[config.mk]
export PLATFORM = sky130hd
export DESIGN_NAME = dmem_arbiter
export DESIGN_NICKNAME = d
export VERILOG_FILES = /design/src/rtl/dmem_arb_pkg.sv /design/src/rtl/dmem_arb_pick.sv /design/src/rtl/dmem_arbiter.sv
export SDC_FILE = /design/constraint.sdc
export NUM_CORES = 1
export LEC_CHECK = 0
export CAP_MARGIN = 20
export CELL_PAD_IN_SITES_DETAIL_PLACEMENT = 1
export CELL_PAD_IN_SITES_GLOBAL_PLACEMENT = 2
export CORE_AREA = 5 5 639 641
export CTS_BUF_LIST = sky130_fd_sc_hd__clkbuf_4 sky130_fd_sc_hd__clkbuf_8
export DETAILED_ROUTE_END_ITERATION = 10
export DIE_AREA = 0 0 644 646
export HOLD_SLACK_MARGIN = 0.08
export PLACE_DENSITY_LB_ADDON = 0.1
export SLEW_MARGIN = 20
export SYNTH_ARGS = -nofsm -noshare
export SYNTH_HDL_FRONTEND = slang
export SYNTH_HIERARCHICAL = 1
export SYNTH_SLANG_ARGS = --single-unit
export TNS_END_PERCENT = 1
[constraint.sdc]
create_clock -name clk_i -period 2.9 [get_ports clk_i]
set_input_delay 0.58 -clock clk_i [delete_from_list [all_inputs] [get_ports clk_i]]
set_output_delay 0.58 -clock clk_i [all_outputs]
set_load 0.01 [all_outputs]
[src/rtl/dmem_arb_pkg.sv]
// Shared types and constants for the two-port data-memory arbiter.
// Holds the FSM state encoding, the default widths and the port index constants.
package dmem_arb_pkg;

    localparam int DATA_W_DEF = 256;
    localparam int ADDR_W_DEF = 32;

    localparam logic PORT0 = 1'b0;
    localparam logic PORT1 = 1'b1;

    typedef enum logic [1:0] {
        IDLE    = 2'd0,
        GNT0    = 2'd1,
        GNT1    = 2'd2,
        RELEASE = 2'd3
    } arb_state_e;

endpackage

[src/rtl/dmem_arb_pick.sv]
// Combinational winner select for the data-memory arbiter.
// MEM_ARB_RR_EN defined: a collision goes to the port that was not served last; otherwise port1 wins.
module dmem_arb_pick
    import dmem_arb_pkg::*;
(
    input  logic req0,
    input  logic req1,
    input  logic last_gnt,
    output logic gnt_idx,
    output logic valid
);

`ifndef MEM_ARB_RR_EN
    // Fixed priority ignores history; last_gnt is only consumed in round-robin builds.
    logic unused_last_gnt;
    assign unused_last_gnt = last_gnt;
`endif

    always_comb begin
        valid   = req0 | req1;
        gnt_idx = PORT1;
        if (req0 && !req1) begin
            gnt_idx = PORT0;
        end
`ifdef MEM_ARB_RR_EN
        else if (req0 && req1) begin
            gnt_idx = ~last_gnt;
        end
`endif
    end

endmodule

[src/rtl/dmem_arbiter.sv]
// Shares one cache-line data memory between the icache (port0) and the dcache (port1).
// Build option MEM_ARB_RR_EN switches collision handling from fixed priority to round-robin.
module dmem_arbiter
    import dmem_arb_pkg::*;
#(
    parameter int DATA_W = DATA_W_DEF,
    parameter int ADDR_W = ADDR_W_DEF
) (
    input  logic              clk_i,
    input  logic              rst_i,

    input  logic              m0_enable_i,
    input  logic              m0_write_i,
    input  logic [ADDR_W-1:0] m0_addr_i,
    input  logic [DATA_W-1:0] m0_data_i,
    output logic [DATA_W-1:0] m0_data_o,
    output logic              m0_ack_o,

    input  logic              m1_enable_i,
    input  logic              m1_write_i,
    input  logic [ADDR_W-1:0] m1_addr_i,
    input  logic [DATA_W-1:0] m1_data_i,
    output logic [DATA_W-1:0] m1_data_o,
    output logic              m1_ack_o,

    output logic              mem_enable_o,
    output logic              mem_write_o,
    output logic [ADDR_W-1:0] mem_addr_o,
    output logic [DATA_W-1:0] mem_data_o,
    input  logic [DATA_W-1:0] mem_data_i,
    input  logic              mem_ack_i
);

    arb_state_e state_q, state_d;
    logic       last_gnt_q, last_gnt_d;
    logic       pick_idx, pick_valid;

    dmem_arb_pick u_pick (
        .req0     (m0_enable_i),
        .req1     (m1_enable_i),
        .last_gnt (last_gnt_q),
        .gnt_idx  (pick_idx),
        .valid    (pick_valid)
    );

    always_ff @(posedge clk_i or posedge rst_i) begin
        if (rst_i) begin
            state_q    <= IDLE;
            last_gnt_q <= PORT0;
        end else begin
            state_q    <= state_d;
            last_gnt_q <= last_gnt_d;
        end
    end

    // Read data is broadcast; each requester qualifies it with its own ack.
    assign m0_data_o = mem_data_i;
    assign m1_data_o = mem_data_i;

    always_comb begin
        state_d      = state_q;
        last_gnt_d   = last_gnt_q;
        mem_enable_o = 1'b0;
        mem_write_o  = 1'b0;
        mem_addr_o   = '0;
        mem_data_o   = '0;
        m0_ack_o     = 1'b0;
        m1_ack_o     = 1'b0;
        unique case (state_q)
            IDLE: begin
                if (pick_valid) begin
                    state_d = (pick_idx == PORT1) ? GNT1 : GNT0;
                end
            end
            GNT0: begin
                mem_enable_o = m0_enable_i;
                mem_write_o  = m0_write_i;
                mem_addr_o   = m0_addr_i;
                mem_data_o   = m0_data_i;
                if (mem_ack_i) begin
                    m0_ack_o   = 1'b1;
                    last_gnt_d = PORT0;
                    state_d    = RELEASE;
                end else if (!m0_enable_i) begin
                    state_d = RELEASE;
                end
            end
            GNT1: begin
                mem_enable_o = m1_enable_i;
                mem_write_o  = m1_write_i;
                mem_addr_o   = m1_addr_i;
                mem_data_o   = m1_data_i;
                if (mem_ack_i) begin
                    m1_ack_o   = 1'b1;
                    last_gnt_d = PORT1;
                    state_d    = RELEASE;
                end else if (!m1_enable_i) begin
                    state_d = RELEASE;
                end
            end
            RELEASE: begin
                state_d = IDLE;
            end
            default: begin
                state_d = IDLE;
            end
        endcase
    end

endmodule
==> Implementation_results.wiki <==
{| class="wikitable"
! Metric !! Value
|-
| Outcome || finished with violations
|-
| Violations in the final reports || negative setup slack
|-
| Post-layout worst setup margin || -0.203 ns
|-
| Aggregate global routing overflow || 0
|-
| Post-layout power || between 0.02 and 0.025 W
|-
| Top reg by flops || state_q
|-
| Remaining DRCs || 0
|-
| ANT nets after route || 0
|-
| Layout cells sized above 1 || ~28%
|-
| Yosys synthesis warning count || 6
|-
| Antenna violations before repair || 51
|-
| First-pass GRT wire length || around 240000 um
|-
| Slowest stage cell on the critical path || sky130_fd_sc_hd__a22oi_1
|-
| Final instance count without filler cells || approximately 7000
|-
| Most prevalent standard cell on the critical path || sky130_fd_sc_hd__buf_4
|-
| Nets || about 2500
|-
| Slew @ Worst Pin || about 0.9 ns
|-
| RSZ-0062 raised after global routing || true
|-
| Max-cap viol count || 0
|-
| X dimension of the die || around 640 um
|-
| Min Clock Period, post-route || roughly 3.1 ns
|-
| Final weighted congestion of routability-driven global placement || between 0.7 and 0.8
|-
| Total number of vias || 11100
|-
| CTS Buffer Depth || 2
|-
| Critical path startpoint category || flop
|-
| Total core area || 402000 um^2
|-
| Relative max-transition margin || 39.8%
|-
| Worst Path Max Fanout || 29
|-
| Number of filler instances in the final layout || approximately 48000
|-
| Placed cell count || approximately 7000
|-
| Count of boundary I/O pins || around 1600
|-
| Worst-skew pair later-pin latency || approximately 0.21 ns
|-
| Fin crit share || 107%
|-
| Drt first-iter violations || roughly 440
|-
| Initial Utilization || between 2 and 2.5%
|-
| Hold WC Path Type || in2async
|-
| Post-synthesis to final-layout area growth || 176%
|-
| Flip-flop count of the largest register, all copies and words added || 2
|-
| IR drop worst, VDD || about 0.31 mV
|-
| Pin count of the biggest net entering global routing || 45
|-
| Areal power density over the cells || about 1000 nW/um^2
|-
| Highest Clock Rate || 0.322 GHz
|-
| Number of endpoints failing setup at the final stage || 21
|-
| Leak || approximately 7 nW
|-
| Vias in the first global route || around 13000
|-
| Number of hold-repair buffers added at the cts stage || 0
|-
| Skew final || between 0.0003 and 0.0004 ns
|-
| Buffer cell driving the clock tree root || sky130_fd_sc_hd__clkbuf_8
|-
| CTS tree || done
|-
| Number of buffers inserted during clock tree synthesis || 3
|-
| Total global routing track utilization || under 10%
|-
| Post-Synthesis Cell Area || between 8000 and 9000 um^2
|-
| Category of the worst setup path capture point || primary output
|-
| Longest individual stage delay on the worst path || between 0.7 and 0.8 ns
|-
| Count of input and output buffers || about 870
|-
| Arrival time worst endpoint || approximately 2.5 ns
|-
| Die outline height || roughly 650 um
|-
| Endpoints failing hold || 0
|-
| Total nets after synthesis || a little over 2000
|-
| Total number of clock tree sinks || 2
|-
| Routed length per instance || roughly 29 um
|-
| Estimated wirelength of the detail-placed design || 190000 um
|-
| Synthesized area per cell || ~7.1 um^2
|-
| Worst setup path category || reg2out
|-
| Endpoint required time on the critical path || ~2.3 ns
|-
| Count of pins over their slew limit || 0
|-
| Overall routed net length || about 210000 um
|-
| Largest registers || state_q: 2 flops
|-
| Vias per cell || roughly 1.6
|-
| Number of instances in the synthesized netlist || ~1200
|-
| Level count of the clock H-tree || 1
|-
| Number of search-and-repair iterations in the first detailed-routing pass || 4
|-
| Crit-path cells || buf_4 -> ha_4 -> buf_16 -> a22oi_1 -> nor2b_1 -> buf_4 -> buf_12
|-
| Number of rows in the core area || about 230
|-
| Die Footprint || roughly 420000 um^2
|-
| Clock-pin slew of the registers on the worst-case setup and hold paths || 0.03 ns
|}
==> per-layer routing <==
| metal | up-vias | part of all wire (%) | global-route usage (%) |
|---|---|---|---|
| met5 | - | 0.45 | 1.73 |
| met4 | 24 | 1.5 | 1.15 |
| met3 | 247 | 18 | 7.93 |
| met2 | 1118 | 47 | 15.6 |
| met1 | 5151 | 32 | 8.79 |
| li1 | 4550 | - | - |
==> power by group <==
part,internal (W),switching [W]
registers,0.0000446,0.0000148
clock network,0.0000878,0.0000230
logic,0.0112,0.0133
==> critical path, delay by kind of cell (launching register included) <==
family / cells / cell delay [ns]
buf+inv: 4 / 0.65
simple gates: 1 / 0.11
flops: 1 / 0.38
fa+ha+maj: 1 / 0.19
compound gates: 1 / 0.79
==> area by class of cell <==
type	instances	area (um^2)	share of cell area, %
Antenna cell	11	27.5	0.116
Clock buffer	3	41.3	0.175
Sequential cell	2	50.0	0.212
Tap cell	5287	6620	28.0
Inverter	4	15.0	0.0635
Multi-Input combinational cell	597	4550	19.2
Timing Repair Buffer	1066	12400	52.2
==> final timing paths <==
kind / start / to / slack, ns / depth (start not counted)
min in group clk_i: state_q[0] / state_q[0] / 0.75 / 3
hold reg to reg: state_q[0] / state_q[0] / 0.75 / 3
setup / recovery: state_q[0] / mem_data_o[223] / -0.20 / 7
setup reg to reg: state_q[0] / state_q[1] / 1.21 / 7
hold / removal: rst_i / state_q[1] / 0.61 / 2
max in group asynchronous: rst_i / state_q[0] / 2.12 / 2
==> cell usage in the layout, fill, tap and decap left out, types with 6 or more instances in the layout <==
cell type	instances
sky130_fd_sc_hd__clkdlybuf4s50_1	629
sky130_fd_sc_hd__diode_2	11
sky130_fd_sc_hd__nor2b_2	18
sky130_fd_sc_hd__dlymetal6s2s_1	11
sky130_fd_sc_hd__buf_6	15
sky130_fd_sc_hd__buf_16	8
sky130_fd_sc_hd__nor2b_1	266
sky130_fd_sc_hd__dlygate4sd2_1	45
sky130_fd_sc_hd__nor2b_4	6
sky130_fd_sc_hd__a22oi_2	55
sky130_fd_sc_hd__buf_12	193
sky130_fd_sc_hd__a22oi_1	236
sky130_fd_sc_hd__buf_4	162
==> timing repair <==
item	CTS	global route
setup buffers	3	0
setup endpoints to repair	228	109
resized for setup	154	17
pin swaps	6	0
gates cloned	3	0
==> stage by stage <==
step	hold WS [ns]	cell area (um^2)	setup slack [ns]	utilization (%)	TNS (ns)
final	0.607	23700	-0.203	5.89	-1.12
after global routing	0.627	23600	-0.192	5.88	-5.26
after CTS	0.600	23600	-0.163	5.87	-3.68
after detailed placement	0.801	23000	-0.407	5.73	-2.44
after global placement	0.826	23000	-0.996	5.73	-5.53
after floorplan	0.321	8560	0.957	-	0
No activity file was read; power rests on OpenSTA's default activity.
